## config.mk

```make
export PLATFORM = sky130hd
export DESIGN_NAME = i2s_level_scheduler
export DESIGN_NICKNAME = d
export VERILOG_FILES = /design/src/rtl/i2s_bar_pkg.sv /design/src/rtl/level_quantizer.sv /design/src/rtl/i2s_level_scheduler.sv
export SDC_FILE = /design/constraint.sdc
export NUM_CORES = 1
export LEC_CHECK = 0
export ABC_AREA = 1
export CORE_MARGIN = 5
export CORE_UTILIZATION = 45
export DETAILED_ROUTE_END_ITERATION = 7
export PLACE_DENSITY_LB_ADDON = 0.2
export SLEW_MARGIN = 20
export SYNTH_ARGS = -nofsm -noshare
export SYNTH_HDL_FRONTEND = slang
export SYNTH_SLANG_ARGS = --single-unit
```

## constraint.sdc

```tcl
create_clock -name CLK -period 3 [get_ports CLK]
set_clock_uncertainty 0.05 [all_clocks]
set_input_delay 0.45 -clock CLK [delete_from_list [all_inputs] [get_ports CLK]]
set_output_delay 0.45 -clock CLK [all_outputs]
set_load 0.02 [all_outputs]
```

## src/rtl/i2s_bar_pkg.sv

```systemverilog
// Shared types and constants for the I2S bar-graph level scheduler.
// The state encoding, channel ids and level-width helper live here.
package i2s_bar_pkg;

    typedef logic [1:0] state_t;

    localparam state_t ST_IDLE   = 2'd0;
    localparam state_t ST_MAG    = 2'd1;
    localparam state_t ST_UPDATE = 2'd2;
    localparam state_t ST_EMIT   = 2'd3;

    localparam logic CH_L = 1'b0;
    localparam logic CH_R = 1'b1;

    // Bits needed to hold a bar level in 0..bars.
    function automatic int level_width(input int bars);
        return $clog2(bars + 1);
    endfunction

endpackage

```

## src/rtl/level_quantizer.sv

```systemverilog
// Combinational sample -> saturated magnitude, and magnitude -> bar level.
// The two halves are split so the scheduler can register the magnitude in between.
module level_quantizer import i2s_bar_pkg::*; #(
    parameter int WIDTH = 16,
    parameter int BARS  = 8,
    parameter int LW    = level_width(BARS)
) (
    input  logic [WIDTH-1:0] sample,
    output logic [WIDTH-1:0] mag,
    input  logic [WIDTH-1:0] mag_q,
    output logic [LW-1:0]    level
);

    localparam int PW = WIDTH + LW;
    localparam logic [WIDTH-1:0] MIN_NEG = {1'b1, {(WIDTH-1){1'b0}}};
    localparam logic [WIDTH-1:0] MAX_POS = {1'b0, {(WIDTH-1){1'b1}}};

    logic [PW-1:0] product_s;
    logic [PW-1:0] scaled_s;

    // Absolute value; the most negative code has no positive twin, so clamp it.
    always_comb begin
        mag = sample;
        if (sample == MIN_NEG) begin
            mag = MAX_POS;
        end else if (sample[WIDTH-1]) begin
            mag = -sample;
        end else begin
            mag = sample;
        end
    end

    // Full-width product before the shift so no bits are lost.
    always_comb begin
        product_s = PW'(mag_q) * PW'(BARS);
        scaled_s  = product_s >> (WIDTH - 1);
        if (scaled_s > PW'(BARS)) begin
            level = LW'(BARS);
        end else begin
            level = scaled_s[LW-1:0];
        end
    end

endmodule

```

## src/rtl/i2s_level_scheduler.sv

```systemverilog
// Captures L/R samples from the deserialiser and time-shares one quantise/peak-hold
// path between both channels, emitting bar levels over a valid/ready handshake.
module i2s_level_scheduler import i2s_bar_pkg::*; #(
    parameter int WIDTH       = 16,
    parameter int BARS        = 8,
    parameter int HOLD_FRAMES = 64,
    parameter int LW          = level_width(BARS)
) (
    input  logic             CLK,
    input  logic             RESET_N,
    input  logic             ENABLE,
    input  logic [WIDTH-1:0] DATA_L,
    input  logic [WIDTH-1:0] DATA_R,
    input  logic             STROBE,
    input  logic             STROBE_LR,
    output logic             OUT_VALID,
    input  logic             OUT_READY,
    output logic             OUT_CH,
    output logic [LW-1:0]    OUT_LEVEL,
    output logic [LW-1:0]    OUT_PEAK,
    output logic [1:0]       OVERRUN,
    input  logic             CLR_OVR
);

    localparam int HW = $clog2(HOLD_FRAMES + 1);

    state_t           state_r;
    logic             strobe_d_r;
    logic [1:0]       pend_r;
    logic             rr_r;
    logic [WIDTH-1:0] sample_r [2];
    logic [WIDTH-1:0] work_r;
    logic             work_ch_r;
    logic [WIDTH-1:0] mag_r;
    logic [LW-1:0]    peak_r [2];
    logic [HW-1:0]    hold_r [2];

    logic             capture_s;
    logic [1:0]       cap_mask_s;
    logic             grant_valid_s;
    logic             grant_ch_s;
    logic [1:0]       clr_mask_s;
    logic [1:0]       ovr_set_s;
    logic [WIDTH-1:0] mag_s;
    logic [LW-1:0]    level_s;
    logic [LW-1:0]    peak_next_s;
    logic [HW-1:0]    hold_next_s;

    level_quantizer #(.WIDTH(WIDTH), .BARS(BARS), .LW(LW)) u_quant (
        .sample (work_r),
        .mag    (mag_s),
        .mag_q  (mag_r),
        .level  (level_s)
    );

    // Capture edge detect and round-robin arbitration between pending channels.
    always_comb begin
        capture_s     = STROBE && !strobe_d_r && ENABLE;
        cap_mask_s    = 2'b00;
        clr_mask_s    = 2'b00;
        grant_valid_s = (state_r == ST_IDLE) && (pend_r != 2'b00);
        if (capture_s) begin
            cap_mask_s = STROBE_LR ? 2'b10 : 2'b01;
        end else begin
            cap_mask_s = 2'b00;
        end
        if (pend_r == 2'b11) begin
            grant_ch_s = ~rr_r;
        end else if (pend_r[1]) begin
            grant_ch_s = CH_R;
        end else begin
            grant_ch_s = CH_L;
        end
        if (grant_valid_s) begin
            clr_mask_s = grant_ch_s ? 2'b10 : 2'b01;
        end else begin
            clr_mask_s = 2'b00;
        end
        // A sample being granted this cycle is consumed, so overwriting it is not lost data.
        ovr_set_s = cap_mask_s & pend_r & ~clr_mask_s;
    end

    // Peak-hold update for the channel currently in the shared path.
    always_comb begin
        peak_next_s = peak_r[work_ch_r];
        hold_next_s = hold_r[work_ch_r];
        if (level_s >= peak_r[work_ch_r]) begin
            peak_next_s = level_s;
            hold_next_s = HW'(0);
        end else if (hold_r[work_ch_r] == HW'(HOLD_FRAMES - 1)) begin
            peak_next_s = (peak_r[work_ch_r] == LW'(0)) ? LW'(0) : peak_r[work_ch_r] - LW'(1);
            hold_next_s = HW'(0);
        end else begin
            hold_next_s = hold_r[work_ch_r] + HW'(1);
        end
    end

    // Sample capture, pending flags and sticky overrun; capture set wins over every clear.
    always_ff @(posedge CLK or negedge RESET_N) begin
        if (!RESET_N) begin
            strobe_d_r  <= 1'b0;
            pend_r      <= 2'b00;
            OVERRUN     <= 2'b00;
            sample_r[0] <= {WIDTH{1'b0}};
            sample_r[1] <= {WIDTH{1'b0}};
        end else begin
            strobe_d_r <= STROBE;
            pend_r     <= (pend_r & ~clr_mask_s) | cap_mask_s;
            OVERRUN    <= (CLR_OVR ? 2'b00 : OVERRUN) | ovr_set_s;
            if (cap_mask_s[0]) begin
                sample_r[0] <= DATA_L;
            end
            if (cap_mask_s[1]) begin
                sample_r[1] <= DATA_R;
            end
        end
    end

    // Scheduler FSM: grant, magnitude, quantise/peak update, then hold the item until accepted.
    always_ff @(posedge CLK or negedge RESET_N) begin
        if (!RESET_N) begin
            state_r   <= ST_IDLE;
            rr_r      <= CH_L;
            work_r    <= {WIDTH{1'b0}};
            work_ch_r <= CH_L;
            mag_r     <= {WIDTH{1'b0}};
            peak_r[0] <= LW'(0);
            peak_r[1] <= LW'(0);
            hold_r[0] <= HW'(0);
            hold_r[1] <= HW'(0);
            OUT_VALID <= 1'b0;
            OUT_CH    <= 1'b0;
            OUT_LEVEL <= LW'(0);
            OUT_PEAK  <= LW'(0);
        end else begin
            case (state_r)
                ST_IDLE: begin
                    if (grant_valid_s) begin
                        work_r    <= sample_r[grant_ch_s];
                        work_ch_r <= grant_ch_s;
                        rr_r      <= grant_ch_s;
                        state_r   <= ST_MAG;
                    end
                end
                ST_MAG: begin
                    mag_r   <= mag_s;
                    state_r <= ST_UPDATE;
                end
                ST_UPDATE: begin
                    peak_r[work_ch_r] <= peak_next_s;
                    hold_r[work_ch_r] <= hold_next_s;
                    OUT_CH    <= work_ch_r;
                    OUT_LEVEL <= level_s;
                    OUT_PEAK  <= peak_next_s;
                    OUT_VALID <= 1'b1;
                    state_r   <= ST_EMIT;
                end
                ST_EMIT: begin
                    if (OUT_READY) begin
                        OUT_VALID <= 1'b0;
                        state_r   <= ST_IDLE;
                    end
                end
                default: begin
                    OUT_VALID <= 1'b0;
                    state_r   <= ST_IDLE;
                end
            endcase
        end
    end

endmodule

```

After elaboration in Yosys (flattened, before gate mapping)
Cells that the tools add are included.

operators by class
  bitwise operators = 9
  multiplexer cells = 35
  reduce and logical (&&, ||, !) cells = 12
  order comparisons = 5
  eq/ne operators = 8
  $add $sub $neg = 3

operator list
  operator                                                   count
  2-to-1 mux 16 bit                                          5
  2-to-1 mux 7 bit                                           6
  2-to-1 mux 4 bit                                           8
  == test 16 bit (second input constant)                     1
  negation 16 bit                                            1
  bitwise mux 14 bit                                         1
  2-to-1 mux 2 bit                                           7
  bitwise mux 8 bit                                          1
  case mux 2 bit (4 select lines)                            1
  adder 7 x 1 -> 7 bit (second input constant)               1
  demux 7 bit (select 1 bit)                                 1
  == test 7 x 6 -> 1 bit (second input constant)             1
  bitwise AND 2 bit                                          3
  == test 2 bit (second input constant)                      3
  AND reduction 2 bit                                        3
  demux 4 bit (select 1 bit)                                 1
  greater-or-equal comparator 2 bit (second input constant)  2
  greater-or-equal comparator 4 bit                          1
  > comparator 4 bit (second input constant)                 1
  logical AND 1 bit                                          4
  logical NOT 4 bit                                          1
  != test 2 bit (second input constant)                      2
  inverter 1 -> 2 bit                                        2
  OR 2 bit                                                   2
  other kinds (10)                                           13

word-level totals
  logic and storage cells = 89
  input bits = 39
  output and inout bits = 12
  bits in registers = 104

Depth between registers and ports, before layout
Gate-level depths: netlist (run 1).

  word-level depth = 9
  mapped depth = 15
  mapped depth without buffers = 14

Modules after synthesis
From an unflattened synthesis (run 1), not the netlist that was laid out.

second synthesis, totals
  cell total of the unflattened synthesis = 586
  area, all modules = 5310.1 sq um

modules (own cells, without submodules)
  module               area an instance (sq um)  sequential area each (sq um)  cells an instance  times used
  i2s_level_scheduler  4748.3                    2602.5                        478                1
  level_quantizer      561.8                     0.0                           108                1

Least setup slack after synthesis (run 1)
OpenSTA, ideal clock, no wires.

  path type = register to register
  from = register work_ch_r
  to = register hold_r[9] in the netlist's numbering
  arrival = 2.089 ns
  buffers on the path = 1
  cell stages (with the launch flop) = 16
  slack = 0.796 ns
  setup time = 0.065 ns
  required time = 2.885 ns
  period minus slack after synthesis = 2.204 ns
  cells stage by stage = dfrtp_1 > inv_2 > buf_6 > nand2_1 > nand2_1 > inv_1 > ha_1 > inv_1 > o21bai_1 > nand3_1 > nand3_1 > inv_1 > o21ai_0 > a21oi_1 > nand2_1 > nand2_1

on the way
  longest elaborated chain between the ends = 8
  elaborated cells between the ends (all ways) = 18
  those cells by class = 1 x add/sub; 3 x order compare; 1 x eq/ne; 11 x mux; 1 x bitwise; 1 x reduce/logical

ends and longest elaborated chain
  item                                                            RTL line                                              text
  start: declaration                                              i2s_level_scheduler.sv:33                             logic work_ch_r;
  start signal: assignment                                        i2s_level_scheduler.sv:140                            work_ch_r <= grant_ch_s;
  inverter 1 -> 2 bit (not written as such) (*)                   n/a
  2-to-1 mux 7 bit (not written as such) (3 in series)            i2s_level_scheduler.sv:90, i2s_level_scheduler.sv:94
  adder 7 x 1 -> 7 bit or == test 7 x 6 -> 1 bit (tied branches)  i2s_level_scheduler.sv:94, i2s_level_scheduler.sv:90
  2-to-1 mux 7 bit                                                i2s_level_scheduler.sv:90                             end else if (hold_r[work_ch_r] == HW'(HOLD_FRAMES - 1)) begin
  2-to-1 mux 7 bit                                                i2s_level_scheduler.sv:87                             if (level_s >= peak_r[work_ch_r]) begin
  bitwise mux 14 bit (*)                                          i2s_level_scheduler.sv:151                            hold_r[work_ch_r] <= hold_next_s;
  end signal: indexed assignment                                  i2s_level_scheduler.sv:151
  end: declaration                                                i2s_level_scheduler.sv:36                             logic [HW-1:0] hold_r [2];

Every way passes the cells marked *; elsewhere a longest branch is shown, timed or not. The select of a mux whose other input is x is not followed.
A chain may end at the register's enable or synchronous reset.

Worst setup path after layout (run 1)
  from = register work_ch_r
  to = register hold_r[2] in the netlist's numbering

The elaborated chain is that of the path after synthesis.

==> results of run 1 <==
[worst register-to-register path, cell delays in order, from the launching register on]
cell	delay, ns
dfrtp_1	0.71
inv_2	0.24
nand2_1	0.11
nand2_1	0.11
inv_1	0.11
ha_1	0.24
inv_1	0.06
o21bai_1	0.06
nand3_1	0.07
nand3_1	0.10
inv_1	0.22
o21ai_0	0.12
a21oi_1	0.17
nand2_1	0.07
nand2_1	0.06
[cells by family after synthesis]
kind of cell             count (synthesis)  share of synthesized area, %
adder cells (fa/ha/maj)                  9                          2.63
flip-flops                              92                          53.7
multiplexers                            23                          6.04
AND/OR/NAND/NOR                        221                          22.1
AO/OA/AOI/OAI                           61                          8.82
buffers and inverters                   70                          6.69
[power groups by stage]
stage / clock network (µW) / logic, µW / registers, µW
after floorplan: 0 / 1520 / 1920
after global placement: 0 / 2150 / 1910
after detailed placement: 0 / 2200 / 1920
after CTS: 953 / 2210 / 1900
after global routing: 997 / 2500 / 1950
final: 928 / 2180 / 1890
[routing by layer]
layer  wire [µm]  track usage, %  up-vias
li1            -               -     1659
met1        4090            22.1     1480
met2        3800            24.6       62
met3         424            3.60       10
met4         120            4.78        0
met5           0               0        -
[cells in the mapped netlist (all sizes together)]
| cell | instances | area share (%) |
|---|---|---|
| nor3 | 1 | 0.12 |
| o221ai | 8 | 1.6 |
| inv | 56 | 4.9 |
| or2 | 1 | 0.15 |
| o21ai | 24 | 3.0 |
| clkbuf | 7 | 0.61 |
| a22oi | 1 | 0.18 |
| o2bb2ai | 1 | 0.20 |
| mux2 | 23 | 6.0 |
| buf | 7 | 1.2 |
| a31oi | 2 | 0.29 |
| dfrtp | 92 | 54 |
| a21oi | 16 | 2.0 |
| o22ai | 1 | 0.15 |
| nand4 | 5 | 0.73 |
| o32ai | 1 | 0.20 |
| o211ai | 6 | 1.1 |
| nand3 | 31 | 4.1 |
| nand2 | 150 | 13 |
| nor2 | 33 | 3.6 |
| ha | 9 | 2.6 |
| o21bai | 1 | 0.18 |
[state kept, by name, indices dropped and copies added, names as in the netlist]
signal / count
OVERRUN: 2
strobe_d_r: 1
work_r: 16
mag_r: 4
OUT_LEVEL: 4
sample_r: 32
pend_r: 2
state_r: 2
peak_r: 8
hold_r: 14
OUT_VALID: 1
OUT_PEAK: 4
OUT_CH: 1
work_ch_r: 1
[final cells by class]
class / count / share of cell area (%)
clock buffers: 10 / 2.46
clock inverters: 6 / 1.84
inverters: 56 / 4.06
multi-input cells: 314 / 32.8
flip-flops and latches: 92 / 44.5
well taps: 129 / 3.12
repair buffers: 60 / 11.3
[path summary, 6_finish.rpt]
| kind | startpoint | slack (ns) | to |
|---|---|---|---|
| setup reg to reg | work_ch_r | 0.45 | hold_r[2] |
| max in group asynchronous | RESET_N | 2.21 | OUT_PEAK[0] |
| hold reg to reg | OUT_CH | 0.43 | OUT_CH |
| setup / recovery | work_ch_r | 0.45 | hold_r[2] |
| min in group CLK | OUT_CH | 0.43 | OUT_CH |
| hold / removal | RESET_N | 0.06 | hold_r[6] |
[cell usage in the layout (no fill, tap or decap), types with 2 or more instances in the layout]
| cell type | n |
|---|---|
| clkdlybuf4s50_1 | 49 |
| clkinvlp_4 | 2 |
| bufinv_16 | 2 |
| clkbuf_8 | 9 |
| o211ai_1 | 6 |
| buf_4 | 10 |
| nor2_4 | 3 |
| nand4_1 | 5 |
| inv_1 | 54 |
| mux2_2 | 23 |
| a21oi_1 | 15 |
| nand3_1 | 27 |
| nor2_1 | 27 |
| o221ai_1 | 8 |
| nor2_2 | 3 |
| nand2_2 | 5 |
| ha_1 | 9 |
| nand2_1 | 145 |
| a31oi_1 | 2 |
| dfrtp_1 | 92 |
| nand3_2 | 4 |
| o21ai_2 | 2 |
| o21ai_0 | 20 |
| inv_2 | 2 |
| o21ai_1 | 2 |
[metrics by stage]
stage | instances | worst slack, ns | area [µm²] | hold slack [ns] | total power, µW
2_1_floorplan | 476 | 0.796 | 4290 | 0.104 | 3440
3_3_place_gp | 651 | 0.567 | 4960 | 0.408 | 4060
3_5_place_dp | 651 | 0.444 | 4960 | 0.408 | 4120
4_1_cts | 667 | 0.433 | 5180 | 0.0767 | 5060
5_1_grt | 667 | 0.111 | 5180 | 0.114 | 5450
6_report | 667 | 0.454 | 5180 | 0.0646 | 5000
==> impl_summary.txt, run 1 <==
----------------------------------------------------
[CTS]
  Root buffer selected by CTS ... clkbuf_8
  Number of hold buffers added after cts ... 0
  Clock tree buffer depth ... 2
  Clk_lat worst skew ... 0.35 ns
  Number of setup buffers added after CTS ... 0
  Total number of H-tree levels ... 3
  Number of buffers inserted during clock tree synthesis ... 9
  Clock slew seen by the registers of the worst setup and hold paths ... 0.09 ns
  CTS tree ... done
  Post-CTS Resized ... 0
  CTS sink cnt ... 92

[Detailed routing]
  Starting DRT DRC Count ... 127
  First-pass iteration count of the detailed router ... 4
  Post-route DRC violation count ... 0
  Average wire per cell in the routed design ... 12.6 µm
  Routed vias/inst ... 4.81
  Final Routed Wirelength ... 8.43 mm
  Post-route antenna net violation count ... 0
  Total number of vias ... 3211

[Setup path]
  Arrival time at the worst endpoint ... 2.79 ns
  Logic depth of the worst path, buffers included ... 14
  Most prevalent standard cell on the critical path ... nand2_1
  Largest stage delay on the critical path ... 0.71 ns
  Critical-path top delay cell ... dfrtp_1
  Cell count of the worst reg-to-reg path ... 14
  CP endpoint kind ... flop
  Startpoint class of the critical path ... flop
  Crit path cell chain ... inv_2 > nand2_1 > nand2_1 > inv_1 > ha_1 > inv_1 > o21bai_1 > nand3_1 > nand3_1 > inv_1 > o21ai_0 > a21oi_1 > nand2_1 > nand2_1
  Critical setup path kind ... flop to flop
  Peak fanout along the critical path ... 16
  CP delay by family, top ... flip-flops
  Worst endpoint required time ... 3.24 ns
  Count of buffer and inverter cells on the critical path ... 4

[Placement]
  Placer's final routability congestion estimate ... 0.856
  Port bufs ... 50
  DP Wirelength ... 6.12 mm

[STA]
  Ratio of final minimum period to clock period ... 84.9%
  Max Clock Freq ... 0.393 GHz
  Final-report hold violation count ... 0
  Slew at the pin with the worst max-slew slack ... 0.784 ns
  Sum Neg Setup Slack ... 0 ns
  Rel. slew slack ... 47.6%
  Number of setup violations in the final report ... 0
  Final critical path time including I/O delays and setup ... 2.55 ns
  Final count of pins violating max slew ... 0
  RSZ-0062 raised after global routing ... no

[Yosys]
  Post-synthesis instance area ... 0.00429 mm²
  Number of instances in the synthesized netlist ... 476
  Count of distinct cell types in the synthesized netlist ... 32
  Syn avg cell area ... 9.00 µm²
  Total nets after synthesis ... 524
  Seq/Total Area, Yosys ... 53.7%
  Register bit total from synthesis ... 92
  Yosys warning count ... 0

[Cells and area]
  Area added between synthesis and finish ... 20.8%
  Count of inserted antenna diode cells ... 0
  Share of final-layout standard cells stronger than drive strength 1 ... 12.8%
  Area taken by flip-flops and latches ... 0.00230 mm²
  Total area of multi-input combinational cells ... 0.00170 mm²
  Core occupancy in the finished layout ... 55.8%
  Layout Nets ... 581
  Fill cell total of the finished layout ... 855

[Pwr]
  Part of the total power dissipated in combinational logic ... 43.5%
  Power share of the sequential group ... 37.9%
  Net switching power figure ... 2000 µW
  Internal power summed over all cells ... 2990 µW
  Clock network power share ... 18.6%
  Switching part of the total ... 40.1%
  Total leakage power ... 0.00247 µW
  Power per cell area ... 965 mW/mm²
  Worst ir drop on vdd ... 0.367 mV

[Die]
  Height of the chip ... 108 µm
  Die Outline Area ... 0.0116 mm²
  Count of pins on the block boundary ... 51
  Starting density of the core ... 46.2%
  Floorplan row count ... 35
  DIE WIDTH ... 108 µm
  Area inside the core boundary ... 0.00928 mm²

[Global route]
  Number of antenna violations at the first check in global routing ... 0
  Via count of the first global-routing pass ... 3186
  Residual overflow from global routing ... 0
  Total Routing Usage GR ... 15.8%
  Wire length of the first global-routing pass ... 14.8 mm
  Largest net degree at the start of global routing ... 50

[Run]
  Max capacitance violation total ... 0

[Status]
  Run status ... complete, no violations

[Worst hold path]
  Classification of the worst-slack hold path ... primary input to asynchronous set/reset pin

----------------------------------------------------
Power figures use the tool's default switching activity.
==> run 2: changes to the inputs <==
==> constraint.sdc (replaced) <==
create_clock -name CLK -period 2.45 [get_ports CLK]
set_clock_uncertainty 0.05 [all_clocks]
set_input_delay 0.3675 -clock CLK [delete_from_list [all_inputs] [get_ports CLK]]
set_output_delay 0.3675 -clock CLK [all_outputs]
set_load 0.02 [all_outputs]
==> run 2 against run 1 <==
Hold slack better by 0.36 ns. Register-to-register slack lost 0.24 ns. Clock power grew 15%. Die area unchanged. Sequential share of layout area decreased by 0.10 points. Worst setup slack worse by 0.24 ns. Via count is 3.4% higher. Sequential power increased by 22%. Flip-flop and latch count is the same. Critical path type unchanged. Largest cell class unchanged.
==> impl_summary.txt, run 2 (synthesis gave the netlist of run 1 again) <==
----------------------------------------------------
[Status]
  Run status ... complete, no violations

[Detailed routing]
  Total number of vias ... 3321
  First-pass iteration count of the detailed router ... 6
  Post-route DRC violation count ... 0
  Average wire per cell in the routed design ... 13.3 µm
  Routed vias/inst ... 4.95
  Starting DRT DRC Count ... 115
  Final Routed Wirelength ... 8.93 mm
  Post-route antenna net violation count ... 0

[Global route]
  Total Routing Usage GR ... 16.6%
  Residual overflow from global routing ... 0
  Via count of the first global-routing pass ... 3341
  Largest net degree at the start of global routing ... 42
  Wire length of the first global-routing pass ... 15.4 mm
  Number of antenna violations at the first check in global routing ... 0

[Placement]
  Port bufs ... 50
  Total instance count after detailed placement ... 654
  Placer's final routability congestion estimate ... 0.865
  DP Wirelength ... 6.40 mm

[Cells and area]
  Count of placed standard cells in the final layout, fillers left out ... 671
  Reg with most FFs ... sample_r
  Leading cell type in the layout, fill and taps excluded ... nand2_1
  Layout Nets ... 585
  Flip-flop count of the largest register, all copies and words added ... 32
  Commonest cells after routing, fill and taps aside ... nand2_1, dfrtp_1, inv_1
  Share of final-layout standard cells stronger than drive strength 1 ... 13.8%
  Area added between synthesis and finish ... 21.2%
  Registers with the most flip-flops ... sample_r: 32 flops, work_r: 16 flops, hold_r: 14 flops
  Count of inserted antenna diode cells ... 0

[Pwr]
  Total leakage power ... 0.00249 µW
  Part of the total power dissipated in combinational logic ... 44.9%
  Switching part of the total ... 41.5%
  Internal power summed over all cells ... 3590 µW
  Power share of the sequential group ... 37.7%
  Net switching power figure ... 2540 µW
  Clock network power share ... 17.4%
  Worst ir drop on vdd ... 0.613 mV
  Power per cell area ... 1180 mW/mm²

[CTS]
  Clock tree buffer depth ... 2
  CTS sink cnt ... 92
  Total number of H-tree levels ... 3
  Root buffer selected by CTS ... clkbuf_8
  Number of buffers inserted during clock tree synthesis ... 9
  CTS tree ... done
  Clk_lat worst skew ... 0.36 ns
  Clock slew seen by the registers of the worst setup and hold paths ... 0.10 ns
  Number of setup buffers added after CTS ... 0

[Die]
  Area inside the core boundary ... 0.00928 mm²
  Starting density of the core ... 46.2%
  Die Outline Area ... 0.0116 mm²
  Height of the chip ... 108 µm
  DIE WIDTH ... 108 µm
  Count of pins on the block boundary ... 51
  Floorplan row count ... 35

[STA]
  Max Clock Freq ... 0.447 GHz
  Final count of pins violating max slew ... 0
  Final critical path time including I/O delays and setup ... 2.24 ns
  RSZ-0062 raised after global routing ... no
  Number of setup violations in the final report ... 0
  Final-report hold violation count ... 0
  Ratio of final minimum period to clock period ... 91.3%
  Rel. slew slack ... 63.8%
  Slew at the pin with the worst max-slew slack ... 0.541 ns
  Sum Neg Setup Slack ... 0 ns

[Worst hold path]
  Classification of the worst-slack hold path ... primary input to flop

[Setup path]
  Peak fanout along the critical path ... 12
  Startpoint class of the critical path ... flop
  Critical-path top delay cell ... dfrtp_2
  Critical setup path kind ... flop to flop
  Arrival time at the worst endpoint ... 2.47 ns
  Largest stage delay on the critical path ... 0.50 ns
  Crit path cell chain ... inv_2 > nand2_1 > nand2_1 > inv_1 > ha_1 > inv_1 > o21bai_1 > nand3_1 > nand3_1 > buf_4 > nor2_4 > nand3_1 > o21ai_0
  Worst endpoint required time ... 2.68 ns
  Most prevalent standard cell on the critical path ... nand3_1
  CP endpoint kind ... flop

[Run]
  Max capacitance violation total ... 0

----------------------------------------------------
## run 2: final timing paths
check | start | cells past startpoint | endpoint | slack, ns
hold / removal | STROBE | 1 | strobe_d_r | 0.43
max in group asynchronous | RESET_N | 3 | OVERRUN[0] | 1.29
setup / recovery | work_ch_r | 13 | hold_r[3] | 0.21
setup reg to reg | work_ch_r | 13 | hold_r[3] | 0.21
min in group asynchronous | RESET_N | 2 | hold_r[6] | 0.48
hold reg to reg | OUT_CH | 2 | OUT_CH | 0.43
## run 2: per-stage QoR
stage / hold slack, ns / total power [µW] / setup slack [ns] / instance area [µm²] / utilization [%]
after global placement: 0.334 / 5030 / 0.257 / 4980 / 53.6
final: 0.428 / 6130 / 0.213 / 5190 / 55.9
after detailed placement: 0.335 / 5090 / 0.140 / 4980 / 53.6
after global routing: 0.432 / 6630 / 0.00218 / 5190 / 55.9
after floorplan: 0.0219 / 4210 / 0.246 / 4290 / -
after CTS: 0.415 / 6160 / 0.124 / 5190 / 55.9
## run 2: final cells by class
cell class                      instances  area [µm²]
Sequential cell                        92        2300
Clock buffer                            9         124
Tap cell                              129         161
Multi-Input combinational cell        314        1700
Inverter                               56         210
Clock inverter                          7        80.1
Fill cell                             897        4090
Timing Repair Buffer                   64         618
## run 2: critical path, delay by kind of cell (launching register included)
| family | cells | cell delay, ns |
|---|---|---|
| AOI/OAI and AO/OA | 2 | 0.21 |
| adders and majority gates | 1 | 0.29 |
| buffers and inverters | 4 | 0.50 |
| DFF | 1 | 0.50 |
| and+or+nand+nor | 6 | 0.61 |
## run 2: routing by layer
layer	vias up	track usage, %	part of all wire [%]
met4	0	5.77	1.3
met5	-	0	0
met1	1574	22.1	48
met2	81	27.4	46
met3	7	2.70	4.8
li1	1659	-	-
## run 2: timing repair
item	CTS	global route
endpoints found under the hold margin	37	0
resized for setup	0	2
endpoints found under the setup margin	0	19
hold buffers	1	0
## run 2: power groups by stage
stage	logic, µW	clock network (µW)	registers [µW]
floorplan	1860	0	2350
global placement	2700	0	2320
detailed placement	2750	0	2340
CTS	2770	1090	2310
global route	3120	1140	2380
finish	2750	1070	2310
==> run 3: changes to the inputs <==
--- a/config.mk
+++ b/config.mk
@@ -6,6 +6,7 @@
 export NUM_CORES = 1
 export LEC_CHECK = 0
 export ABC_AREA = 1
+export CAP_MARGIN = 20
 export CORE_MARGIN = 5
 export CORE_UTILIZATION = 45
 export DETAILED_ROUTE_END_ITERATION = 7
==> results of run 3 <==
No change in the layout: final DEF, timing and power equal those of run 2.
